`src/rtl/systolic_feeder_pkg.sv`:
```
// Shared types and defaults for the MAC-array operand feeder.
package systolic_feeder_pkg;

    localparam int systolic_size_c  = 4;
    localparam int mac_data_width_c = 8;
    localparam int feeder_depth_c   = 16;

    typedef logic [mac_data_width_c-1:0]   t_mac_data;
    typedef logic [2*mac_data_width_c-1:0] t_mac_mul_data;

    typedef enum logic [1:0] {
        IDLE,
        FEED,
        DONE
    } feed_state_e;

endpackage

```
`src/rtl/systolic_feeder_if.sv`:
```
// Load handshake and skewed feed bundle between controller and feeder.
interface systolic_feeder_if
    import systolic_feeder_pkg::*;
#(
    parameter int SIZE = systolic_size_c
) ();

    logic                  load_valid_i;
    logic                  load_ready_o;
    t_mac_data [SIZE-1:0]  load_a_i;
    t_mac_data [SIZE-1:0]  load_b_i;
    logic                  load_last_i;
    t_mac_data [SIZE-1:0]  a_rows_o;
    t_mac_data [SIZE-1:0]  b_columns_o;
    logic                  feed_valid_o;
    logic                  busy_o;
    logic                  done_o;

    modport master (
        output load_valid_i, load_a_i, load_b_i, load_last_i,
        input  load_ready_o, a_rows_o, b_columns_o,
        input  feed_valid_o, busy_o, done_o
    );

    modport slave (
        input  load_valid_i, load_a_i, load_b_i, load_last_i,
        output load_ready_o, a_rows_o, b_columns_o,
        output feed_valid_o, busy_o, done_o
    );

endinterface

```
`src/rtl/systolic_operand_buffer.sv`:
```
// DEPTH x SIZE operand store; lane i reads entry t-i, masked to zero
// outside the window [0, k_len).
module systolic_operand_buffer
    import systolic_feeder_pkg::*;
#(
    parameter int SIZE  = systolic_size_c,
    parameter int DEPTH = feeder_depth_c,
    parameter int PW    = $clog2(DEPTH),
    parameter int TW    = $clog2(DEPTH + SIZE),
    parameter int KW    = PW + 1
) (
    input  logic                 clock_i,
    input  logic                 wr_en,
    input  logic [PW-1:0]        wr_idx,
    input  t_mac_data [SIZE-1:0] wr_data,
    input  logic [TW-1:0]        t,
    input  logic [KW-1:0]        k_len,
    output t_mac_data [SIZE-1:0] rd_data
);

    t_mac_data [SIZE-1:0] mem [DEPTH];
    logic [SIZE-1:0]      lane_vld;

    always_ff @(posedge clock_i) begin
        if (wr_en) mem[wr_idx] <= wr_data;
    end

    for (genvar i = 0; i < SIZE; i++) begin : g_lane
        logic [TW:0] d;
        assign d = {1'b0, t} - (TW+1)'(i);
        // Borrow bit flags t < i; upper bound keeps d inside the tile.
        assign lane_vld[i] = !d[TW] && (d < (TW+1)'(k_len));
        assign rd_data[i]  = lane_vld[i] ? mem[d[PW-1:0]][i] : '0;
    end

endmodule

```
`src/rtl/systolic_feeder.sv`:
```
// Buffers one tile of A/B operand vectors and replays them diagonally
// skewed into the systolic array.
module systolic_feeder
    import systolic_feeder_pkg::*;
#(
    parameter int SIZE  = systolic_size_c,
    parameter int DEPTH = feeder_depth_c
) (
    input  logic              clock_i,
    input  logic              resetn_i,
    systolic_feeder_if.slave  bus
);

    localparam int PW = $clog2(DEPTH);
    localparam int TW = $clog2(DEPTH + SIZE);
    localparam int KW = PW + 1;

    feed_state_e          state, state_n;
    logic [PW-1:0]        wr_ptr;
    logic [TW-1:0]        t;
    logic [KW-1:0]        k_len;
    t_mac_data [SIZE-1:0] a_rd, b_rd;
    t_mac_data [SIZE-1:0] a_q, b_q;
    logic                 fv_q;
    logic                 load_fire;
    logic                 last_vec;
    logic                 t_end;
    logic                 feeding;

    assign load_fire = bus.load_valid_i && bus.load_ready_o;
    assign last_vec  = bus.load_last_i || (wr_ptr == PW'(DEPTH - 1));
    // One drain step past the last skewed column clears the outputs.
    assign t_end     = (t == TW'(k_len) + TW'(SIZE - 1));
    assign feeding   = (state == FEED) && !t_end;

    systolic_operand_buffer #(
        .SIZE (SIZE),
        .DEPTH(DEPTH)
    ) u_buf_a (
        .clock_i(clock_i),
        .wr_en  (load_fire),
        .wr_idx (wr_ptr),
        .wr_data(bus.load_a_i),
        .t      (t),
        .k_len  (k_len),
        .rd_data(a_rd)
    );

    systolic_operand_buffer #(
        .SIZE (SIZE),
        .DEPTH(DEPTH)
    ) u_buf_b (
        .clock_i(clock_i),
        .wr_en  (load_fire),
        .wr_idx (wr_ptr),
        .wr_data(bus.load_b_i),
        .t      (t),
        .k_len  (k_len),
        .rd_data(b_rd)
    );

    always_comb begin
        state_n = state;
        unique case (state)
            IDLE:    if (load_fire && last_vec) state_n = FEED;
            FEED:    if (t_end) state_n = DONE;
            DONE:    state_n = IDLE;
            default: state_n = IDLE;
        endcase
    end

    always_ff @(posedge clock_i or negedge resetn_i) begin
        if (!resetn_i) begin
            state  <= IDLE;
            wr_ptr <= '0;
            t      <= '0;
            k_len  <= '0;
            a_q    <= '0;
            b_q    <= '0;
            fv_q   <= 1'b0;
        end else begin
            state <= state_n;
            fv_q  <= feeding;
            a_q   <= feeding ? a_rd : '0;
            b_q   <= feeding ? b_rd : '0;
            t     <= (state == FEED) ? t + 1'b1 : '0;
            if (load_fire) begin
                wr_ptr <= last_vec ? '0 : wr_ptr + 1'b1;
                if (last_vec) k_len <= KW'(wr_ptr) + 1'b1;
            end
        end
    end

    assign bus.load_ready_o = (state == IDLE);
    assign bus.a_rows_o     = a_q;
    assign bus.b_columns_o  = b_q;
    assign bus.feed_valid_o = fv_q;
    assign bus.busy_o       = (state != IDLE);
    assign bus.done_o       = (state == DONE);

endmodule
```
`src/flat_wrapper.sv`:
```
// flat-port wrapper written by rule: the top's interface ports become plain ports
module systolic_feeder_flat import systolic_feeder_pkg::*;
#(
    parameter int SIZE  = systolic_size_c,
    parameter int DEPTH = feeder_depth_c
)
  (clock_i, resetn_i, bus_load_valid_i, bus_load_a_i, bus_load_b_i, bus_load_last_i, bus_load_ready_o, bus_a_rows_o, bus_b_columns_o, bus_feed_valid_o, bus_busy_o, bus_done_o);
  systolic_feeder_if #(.SIZE(SIZE)) bus_i ();
  input  logic clock_i;
  input  logic resetn_i;
  input wire logic [$bits(bus_i.load_valid_i)-1:0] bus_load_valid_i;
  input wire logic [$bits(bus_i.load_a_i)-1:0] bus_load_a_i;
  input wire logic [$bits(bus_i.load_b_i)-1:0] bus_load_b_i;
  input wire logic [$bits(bus_i.load_last_i)-1:0] bus_load_last_i;
  output wire logic [$bits(bus_i.load_ready_o)-1:0] bus_load_ready_o;
  output wire logic [$bits(bus_i.a_rows_o)-1:0] bus_a_rows_o;
  output wire logic [$bits(bus_i.b_columns_o)-1:0] bus_b_columns_o;
  output wire logic [$bits(bus_i.feed_valid_o)-1:0] bus_feed_valid_o;
  output wire logic [$bits(bus_i.busy_o)-1:0] bus_busy_o;
  output wire logic [$bits(bus_i.done_o)-1:0] bus_done_o;
  assign bus_i.load_valid_i = bus_load_valid_i;
  assign bus_i.load_a_i = bus_load_a_i;
  assign bus_i.load_b_i = bus_load_b_i;
  assign bus_i.load_last_i = bus_load_last_i;
  assign bus_load_ready_o = bus_i.load_ready_o;
  assign bus_a_rows_o = bus_i.a_rows_o;
  assign bus_b_columns_o = bus_i.b_columns_o;
  assign bus_feed_valid_o = bus_i.feed_valid_o;
  assign bus_busy_o = bus_i.busy_o;
  assign bus_done_o = bus_i.done_o;
  systolic_feeder #(.SIZE(SIZE), .DEPTH(DEPTH)) u_core (.clock_i(clock_i), .resetn_i(resetn_i), .bus(bus_i));
endmodule
```
`config.mk`:
```
export PLATFORM = sky130hd
export DESIGN_NAME = systolic_feeder_flat
export DESIGN_NICKNAME = d
export VERILOG_FILES = /design/src/rtl/systolic_feeder_pkg.sv /design/src/rtl/systolic_feeder_if.sv /design/src/rtl/systolic_operand_buffer.sv /design/src/rtl/systolic_feeder.sv /design/src/flat_wrapper.sv
export SDC_FILE = /design/constraint.sdc
export NUM_CORES = 1
export LEC_CHECK = 0
export ABC_CLOCK_PERIOD_IN_PS = 12400
export CAP_MARGIN = 5
export CORE_ASPECT_RATIO = 0.75
export CORE_MARGIN = 3
export CORE_UTILIZATION = 51
export DETAILED_ROUTE_END_ITERATION = 7
export GPL_TIMING_DRIVEN = 0
export HOLD_SLACK_MARGIN = 0.03
export PLACE_DENSITY = 0.7
export SYNTH_ARGS = -nofsm -noshare
export SYNTH_HDL_FRONTEND = slang
export SYNTH_SLANG_ARGS = --single-unit
```
`constraint.sdc`:
```
create_clock -name clock_i -period 12.4 [get_ports clock_i]
set_input_delay 3.1 -clock clock_i [delete_from_list [all_inputs] [get_ports clock_i]]
set_output_delay 3.1 -clock clock_i [all_outputs]
set_load 0.01 [all_outputs]
```
Word level (Yosys, flattened, before mapping)
Memory sizes are Yosys's and may differ from the RTL's.
Cells that the tools add are included.
- flip-flop bits (word level): 81
- bits in writable memories: 1024
- output and inout bits: 68
- logic and storage cells: 64
- memories: 2
- $add $sub $neg: 7
- order comparisons: 4
- equality and inequality tests: 6
- multiplexer cells: 17
- reduce and logical (&&, ||, !) cells: 15
- memory list (name ; depth ; bits a word ; read ports ; clocked after memory_dff ; write ports ; RTL line ; source):
    u_core.u_buf_a.mem ; 16 ; 32 ; 4 ; 0 ; 1 ; systolic_operand_buffer.sv:21 ; t_mac_data [SIZE-1:0] mem [DEPTH];
    u_core.u_buf_b.mem ; 16 ; 32 ; 4 ; 0 ; 1 ; systolic_operand_buffer.sv:21 ;
- operators with widths (kind ; number):
    32-bit 2-to-1 mux ; 2
    8-bit 2-to-1 mux ; 8
    6-bit by 5-bit < comparator with 1-bit output ; 3
    5-bit by 2-bit subtractor with 6-bit output (second input constant) ; 2
    1-bit logical AND ; 6
    5-bit by 1-bit subtractor with 6-bit output (second input constant) ; 1
    4-bit by 1-bit adder with 5-bit output (second input constant) ; 1
    5-bit by 1-bit adder with 5-bit output (second input constant) ; 1
    5-bit by 2-bit adder with 5-bit output (second input constant) ; 1
    5-bit equality test ; 1
    5-bit < comparator ; 1
    5-bit 2-to-1 mux ; 1
    4-bit by 1-bit adder with 4-bit output (second input constant) ; 1
    4-bit equality test (second input constant) ; 1
    1-bit zero test ; 4
    2-bit 2-to-1 mux ; 2
    4-bit 2-to-1 mux ; 1
    2-bit one-hot mux with 2 select lines ; 1
    2-bit AND reduction ; 2
    2-bit by 1-bit equality test with 1-bit output (second input constant) ; 1
    2-bit equality test (second input constant) ; 1
    2-bit zero test ; 1
    1-bit 2-to-1 mux ; 2
    2-bit by 1-bit != test with 1-bit output (second input constant) ; 1
    3 further kinds ; 3

Depth between registers and ports, before layout
- word-level depth: 5
- depth in mapped cells: 15
- depth with buffers taken out: 10

Hierarchy
A second synthesis with hierarchy kept.
- cell total of the unflattened synthesis: 2148
- area total of the unflattened synthesis: 43699.4 um^2
- modules (own cells, without submodules) (module ; instances ; cells an instance ; area an instance (um^2) ; seq. area each (um^2)):
    systolic_operand_buffer ; 2 ; 923 ; 20278.2 ; 15374.7
    systolic_feeder ; 1 ; 302 ; 3143.0 ; 2026.9

Worst setup path before layout
Ideal clock, no wire load.
- path kind: input -> register
- from: input bus_load_valid_i
- to: memory u_core.u_buf_a.mem[15][0] (netlist bit), enable pin
- setup time: 0.486 ns
- arrival time: 5.964 ns
- required time: 11.914 ns
- path slack: 5.950 ns
- cell stages on the path: 2
- buffers on the path: 0
- cells stage by stage: nand2_1 > nor2_1
- longest elaborated chain between the ends: 3
- ends and longest elaborated chain (element ; RTL line ; source):
    start, declared ; flat_wrapper.sv:11 ; input wire logic [$bits(bus_i.load_valid_i)-1:0] bus_load_valid_i;
    1-bit logical AND ; systolic_feeder.sv:30 ; assign load_fire = bus.load_valid_i && bus.load_ready_o;
    1-bit 2-to-1 mux ; systolic_operand_buffer.sv:25 ; if (wr_en) mem[wr_idx] <= wr_data;
    1-bit 2-to-1 mux (not written as such) ; systolic_operand_buffer.sv:25 ;
    end, declared ; systolic_operand_buffer.sv:21 ;
No other way between the ends.

Final worst setup path
- from: register u_core.t[1]
- to: register u_core.b_q, in the netlist u_core.bus.b_columns_o[15]
- longest elaborated chain between the ends: 5
- elaborated cells between the ends (all ways): 10
- ends and longest elaborated chain (element ; RTL line ; source):
    start, declared ; systolic_feeder.sv:20 ; logic [TW-1:0] t;
    start signal, assigned ; systolic_feeder.sv:86 ; t <= (state == FEED) ? t + 1'b1 : '0;
    5-bit by 1-bit subtractor with 6-bit output ; systolic_operand_buffer.sv:30 ; assign d = {1'b0, t} - (TW+1)'(i);
    6-bit by 5-bit < comparator with 1-bit output or 1-bit zero test (tied branches) ; systolic_operand_buffer.sv:32 ; assign lane_vld[i] = !d[TW] && (d < (TW+1)'(k_len));
    1-bit logical AND ; systolic_operand_buffer.sv:32 ;
    8-bit 2-to-1 mux ; systolic_operand_buffer.sv:33 ; assign rd_data[i] = lane_vld[i] ? mem[d[PW-1:0]][i] : '0;
    32-bit 2-to-1 mux * ; systolic_feeder.sv:85 ; b_q <= feeding ? b_rd : '0;
    end signal, assigned ; systolic_feeder.sv:85 ;
    end, declared ; systolic_feeder.sv:23 ; t_mac_data [SIZE-1:0] a_q, b_q;
Mark *: on every way between the ends. The rest lies on a longest branch, timed or not.
A chain may end at the register's enable or synchronous reset.

==> flow_metrics.tcl <==
set metrics [dict create \
    min_from "u_core.wr_ptr[0]" \
    clock_skew_ns 0.0223 \
    timing.setup.tns_ns 0 \
    synth-seq-cells 1105 \
    crit_top_cell "clkbuf_1" \
    cts_max_path_buffers 3 \
    cp_top_family "buffers and inverters" \
    cp.depth 14 \
    seq_area_frac_synth_pct 77.7 \
    async_flop_share_pct 7.33 \
    clock_sinks 1105 \
    design.die.area_um2 86200 \
    reg2reg_depth 14 \
    numCtsBuffers 102 \
    root_buffer "clkbuf_16" \
    path_clk_slew_ns 0.07 \
    drv_slew 0 \
    hold_end "u_core.k_len[0]" \
    ios 136 \
    rrSetupSlack_ns 4.96 \
    groute.usage.overall_pct 24.4 \
    port_buffers 135 \
    crit_buf_inv 8 \
    vdd_drop_max_mv 0.122 \
    crit_path_start_kind "register" \
    initial_core_util_pct 51.9 \
    finalCriticalPeriod_ns 7.44 \
    cts_hold_buf 0 \
    synth_top_family_by_area "multiplexers" \
    drv_cap 0 \
    syn_area_um2 42200 \
    fillers 5522 \
    gp_congestion 0.780 \
    syn_avg_cell_area_um2 24.3 \
    cp.required_ns 12.84 \
    reg2reg_from "u_core.t[1]" \
    synth_most_common_cell "edfxtp_1" \
    die_h_um 255 \
    cts_resized 0 \
    rows 90 \
    regArea_um2 32800 \
    synth_top_area_share_pct 72.9 \
    syn_to_final_growth_pct 15.8 \
    synth_top_cell_by_area "edfxtp_1" \
    first_pass_iters 5 \
    synth_ff_type "edfxtp_1" \
    setup_ws_ns 4.96 \
    synth_simple_gate_area_share_pct 2.12 \
    synth-edff-count 1024 \
    fin_nets 2094 \
    power_mw 10.8 \
    totalWireLength_um 102000 \
    yosys.area_share.xor_xnor_pct 0.350 \
    cts_setup_buffers 0 \
    antenna_found_initial 8 \
    muxShareOfSynthArea_pct 17.2 \
    rr_endpoint "u_core.bus.b_columns_o[15]" \
    drt_iter0_markers 2655 \
    dp_worst_setup_slack_ns 4.98 \
    synth_nets 1833 \
    hold_viol 0 \
    crit_arrival_ns 7.88 \
    cts_tree "yes" \
    yosys_warnings 0 \
    grt_pass1_wl_um 147000 \
    netlist-cell-type-count 40 \
    clock_latency_ns 0.66 \
    max_freq_ghz 0.134 \
    synth_area_leaders "edfxtp_1 73%, mux4_2 17%, dfrtp_1 4.8%, ha_1 0.86%, nor3b_1 0.85%" \
    startpoint "u_core.t[1]" \
    num_vias 20000 \
    viasPerCell 6.29 \
    grt-ovfl-total 0 \
    whs_path_depth 1 \
    slowest_delay_ns 1.06 \
    postSynthCellCount 1736 \
    critPathKind "register to register" \
    cp_slowest_cell "clkbuf_1" \
    drive_above_1_share_pct 26.9 \
    yosys.area_share.adder_pct 0.860 \
    grt_max_degree 53 \
    tightestPinTransition_ns 1.38 \
    fin_crit_sh_pct 60.0 \
    die_w_um 338 \
    post_synth_most_frequent_cells "1024 x edfxtp_1, 309 x mux4_2, 81 x dfrtp_1, 48 x nor3b_1, 32 x clkbuf_1" \
    cp_max_fo 10 \
    multi_input_area_um2 8920 \
    finalSetupViolations 0 \
    hp-class "register to register" \
    wl_per_cell_um 32.1 \
    first_global_vias 20600 \
    power_density_nw_per_um2 221 \
    outcome "finished, final reports clean" \
    worst_setup_path_end_kind "register" \
    h-tree-depth 3 \
    ant_nets 0 \
    path_cells "clkbuf_1 > buf_2 > buf_1 > inv_1 > ha_1 > clkbuf_1 > clkbuf_1 > inv_1 > ha_1 > a21o_1 > a21oi_1 > o21ai_1 > clkbuf_1 > nor3b_1" \
    synth_compound_area_share_pct 0.501 \
    core_area_um2 81200 \
    power_leakage_nw 15.6 \
    dp_hpwl_um 58400 \
    drc 0 \
    rsz0062_at_grt "false" \
    relSlewSlack_pct 7.35 \
]
[cell type report]
class                      instances  area share (%)
buffer                            85           0.938
tap                             1104            2.83
timing repair buffer             157            3.86
antenna                            2          0.0103
multi-input combinational        526            18.3
clock inverter                    57            1.15
sequential                      1105            67.1
clock buffer                     132            5.65
inverter                          20           0.154
[kinds of logic (layout without fill, tap and decap cells)]
logic type	after synthesis	count (layout)
flops	1105	1105
xor+xnor	16	16
mux	320	320
buf+inv	105	451
compound gates	36	36
simple gates	125	125
other cells	0	2
fa+ha+maj	29	29
[power by group]
part           total, mW  leakage, nW  switching, mW  internal, mW
combinational       3.37         3.64           1.80          1.57
clock               3.12         1.62           1.32          1.80
sequential          4.32         10.3         0.0549          4.26
[cell usage in the layout, fill, tap and decap left out, types with 5 or more instances in the layout]
cell and count:
clkdlybuf4s50_1 134, mux4_1 11, clkinvlp_4 6, buf_4 17, bufinv_16 11, nor2_1 10, nor3b_2 18, clkbuf_1 56
dfrtp_1 81, o21ai_1 5, nor3_1 5, a21oi_1 9, buf_16 15, and2_4 12, ha_1 29, mux4_2 309
nor3b_1 48, buf_6 8, buf_1 9, edfxtp_1 1024, inv_1 19, o21ai_0 9, xor2_1 7, clkinv_2 20
nand2_1 13, xnor2_1 6, buf_2 21, clkbuf_16 105, nand3_1 5, clkinv_1 18
[metal layers]
metal  up-vias  part of all wire, %  GRT usage [%]
met4        12                  2.2           5.81
li1       7939                    -              -
met1     10800                   40           35.2
met3       179                  9.9           5.45
met5         -                0.078              0
met2      1118                   48           38.8
[state kept, by name, summed over array words and instances, names as in the netlist]
signal / count
u_core.state: 2
u_core.bus.feed_valid_o: 1
u_core.wr_ptr: 4
u_core.u_buf_a.mem: 512
u_core.u_buf_b.mem: 512
u_core.k_len: 5
u_core.bus.b_columns_o: 32
u_core.t: 5
u_core.bus.a_rows_o: 32
[metrics by stage]
step,std cells,utilization [%],hold slack (ns),cell area (um2)
finish,3188,60.1,0.576,48800
global route,3186,60.1,0.604,48800
CTS,3186,60.1,0.571,48800
detailed placement,2997,56.0,0.566,45500
global placement,2975,55.3,0.552,44900
floorplan,1736,-,0.492,42200
[how the worst max path moves through the flow]
| stage | end | slack (ns) |
|---|---|---|
| after global placement | u_core.u_buf_b.mem[15][19] | 1.28 |
| after global routing | u_core.bus.b_columns_o[15] | 4.77 |
| final | u_core.bus.b_columns_o[15] | 4.96 |
| after CTS | u_core.bus.b_columns_o[15] | 4.93 |
| after floorplan | u_core.u_buf_a.mem[15][0] | 5.95 |
| after detailed placement | u_core.bus.b_columns_o[15] | 4.98 |
(Power assumes the default switching activity.)
==> patch (same settings) <==
`systolic_size_c`: 4 -> 2.
--- a/src/rtl/systolic_feeder_pkg.sv
+++ b/src/rtl/systolic_feeder_pkg.sv
@@ -2,5 +2,5 @@
 package systolic_feeder_pkg;
 
-    localparam int systolic_size_c  = 4;
+    localparam int systolic_size_c  = 2;
     localparam int mac_data_width_c = 8;
     localparam int feeder_depth_c   = 16;
Interface: changed (resized bus_a_rows_o, bus_b_columns_o, bus_load_a_i and bus_load_b_i); port bits go from 136 to 72. The function was not compared with the original's and may differ.
==> patch against the original RTL <==
- non-clock buffer count shrank 109
- synthesized area shrank 49%
- final area shrank 49%
- wire length shrank 54%
- worst setup slack gained 2.4 ns
- first-iteration DRC count shrank 57%
- via count shrank 50%
- combinational power shrank 47%
- sequential cell count shrank 544
- global-route usage shrank 2.9 points
- clock skew shrank 0.012 ns
- total power shrank 49%
- largest cell class unchanged
==> patch: results (changes against the original RTL) <==
outcome:
  outcome: "finished, final reports clean"
logic_synthesis:
  synth.distinct_cells: 37  # -7.5%
  syn-num-nets: 974  # -47%
  synthArstFlopShare_pct: 8.73  # +1.4 points
  synth_edf_count: 512  # -50%
  ys_seq_area_share_pct: 77.0  # -0.74 points
  yosys.area_share.xor_xnor_pct: 0.563  # +0.21 points
  synth_commonest_cells: "edfxtp_1 (512), mux4_2 (160), dfrtp_1 (49)"
  yosys-top-cells-area: "edfxtp_1 (71%), mux4_2 (17%), dfrtp_1 (5.7%)"
  synth_fa_ha_area_share_pct: 0.986  # +0.13 points
  synth_compound_area_share_pct: 0.638  # +0.14 points
  ys_seq_elements: 561  # -49%
power:
  clk-power_mw: 1.56  # -50%
  p_leak_nw: 8.05  # -48%
  vdd_ir_drop_max_uv: 131  # +7.3%
  switchingPower_mw: 1.60  # -50%
  seq_cell_power_mw: 2.21  # -49%
placement:
  gp_congestion: 0.776  # -0.54%
  portBuffers: 71  # -47%
  placed_area_um2: 23300  # -49%
  dpl.hpwl_mm: 28.0  # -52%
layout:
  num_antenna_cells: 0  # -2
  nClkBuffers: 82  # -38%
  nMultiInputCombCells: 301  # -43%
  nFillCells: 2864  # -48%
  multi_input_area_share_pct: 18.6  # +0.35 points
  nNonClkBuffers: 133  # -45%
  final_net_count: 1115  # -47%
  seqCellArea_um2: 16600  # -49%
  nNonClkInverters: 13  # -35%
  clk_share_pct: 6.62  # -0.18 points
  top_regs: "u_core.u_buf_a.mem: 256 flops, u_core.u_buf_b.mem: 256 flops"
  final-nonclk-buf-share_pct: 5.26  # +0.47 points
  drive_above_1_share_pct: 26.4  # -0.50 points
  post-route-cell-area_um2: 25000  # -49%
cts:
  clk_latency_ns: 0.58  # -0.08 ns
  numCtsBuffers: 52  # -49%
  cts_max_level: 2  # -1
global_route:
  grt.total_usage_pct: 21.5  # -2.9 points
  grt_pass1_vias: 10200  # -51%
  grt_pass1_wl_mm: 69.0  # -53%
  grt_max_degree: 50  # -5.7%
  antenna_found_initial: 2  # -6
critical_path:
  crit_fanout: 4  # -6
  cp.arrival_ns: 1.93  # -5.95 ns
  slowest_stage: "clkdlybuf4s50_1"
  critPathTopFamily: "buffers and inverters"
  max_stage_delay_ns: 0.62  # -0.44 ns
route:
  wl_mm: 46.8  # -54%
  drt-initial-drc-count: 1135  # -57%
sta:
  tightestPinTransition_ns: 1.10  # -0.277 ns
  skew_ns: 0.0108  # -0.0115 ns
-- patch: changes by cell type in the layout (fill, tap and decap cells not counted), moves of 14 or more --
cell             delta
and2_2             +16
buf_16             -15
buf_4              -14
clkbuf_1           -17
clkbuf_16          -52
clkdlybuf4s50_1    -64
clkinv_2           -18
dfrtp_1            -32
edfxtp_1          -512
mux4_2            -149
nor2b_1            +15
nor3b_1            -31
nor3b_2            -18
-- patch: worst paths after layout --
kind                            startpoint                    endpoint  slack (ns)  cells after the start
max                        u_core.state[0]            bus_load_ready_o        7.37                      2
min                        u_core.k_len[4]             u_core.k_len[4]        0.52                      1
max reg2reg                    u_core.t[1]     u_core.bus.a_rows_o[14]        7.61                     14
min reg2reg                u_core.k_len[4]             u_core.k_len[4]        0.52                      1
max in group asynchronous         resetn_i  u_core.bus.b_columns_o[15]        9.21                      1
min in group asynchronous         resetn_i      u_core.bus.a_rows_o[4]        2.62                      1
-- patch: stage by stage --
| stage | total power [mW] | util, % | instances | hold slack [ns] | worst slack, ns |
|---|---|---|---|---|---|
| 3_5_place_dp | 4.02 | 56.5 | 1569 | 0.512 | 6.91 |
| 2_1_floorplan | 3.45 | - | 921 | 0.492 | 7.57 |
| 3_3_place_gp | 4.00 | 55.7 | 1553 | 0.509 | 5.94 |
| 5_1_grt | 5.77 | 60.5 | 1665 | 0.531 | 7.27 |
| 6_report | 5.54 | 60.5 | 1665 | 0.524 | 7.37 |
| 4_1_cts | 5.58 | 60.5 | 1665 | 0.526 | 7.33 |
-- patch: routing by layer --
layer / track usage [%] / wire (um) / vias to the layer above
met5: 0 / 31 / -
met4: 4.82 / 775 / 4
met3: 4.29 / 3690 / 58
met2: 33.1 / 21800 / 394
met1: 32.6 / 20500 / 5386
li1: - / - / 4128
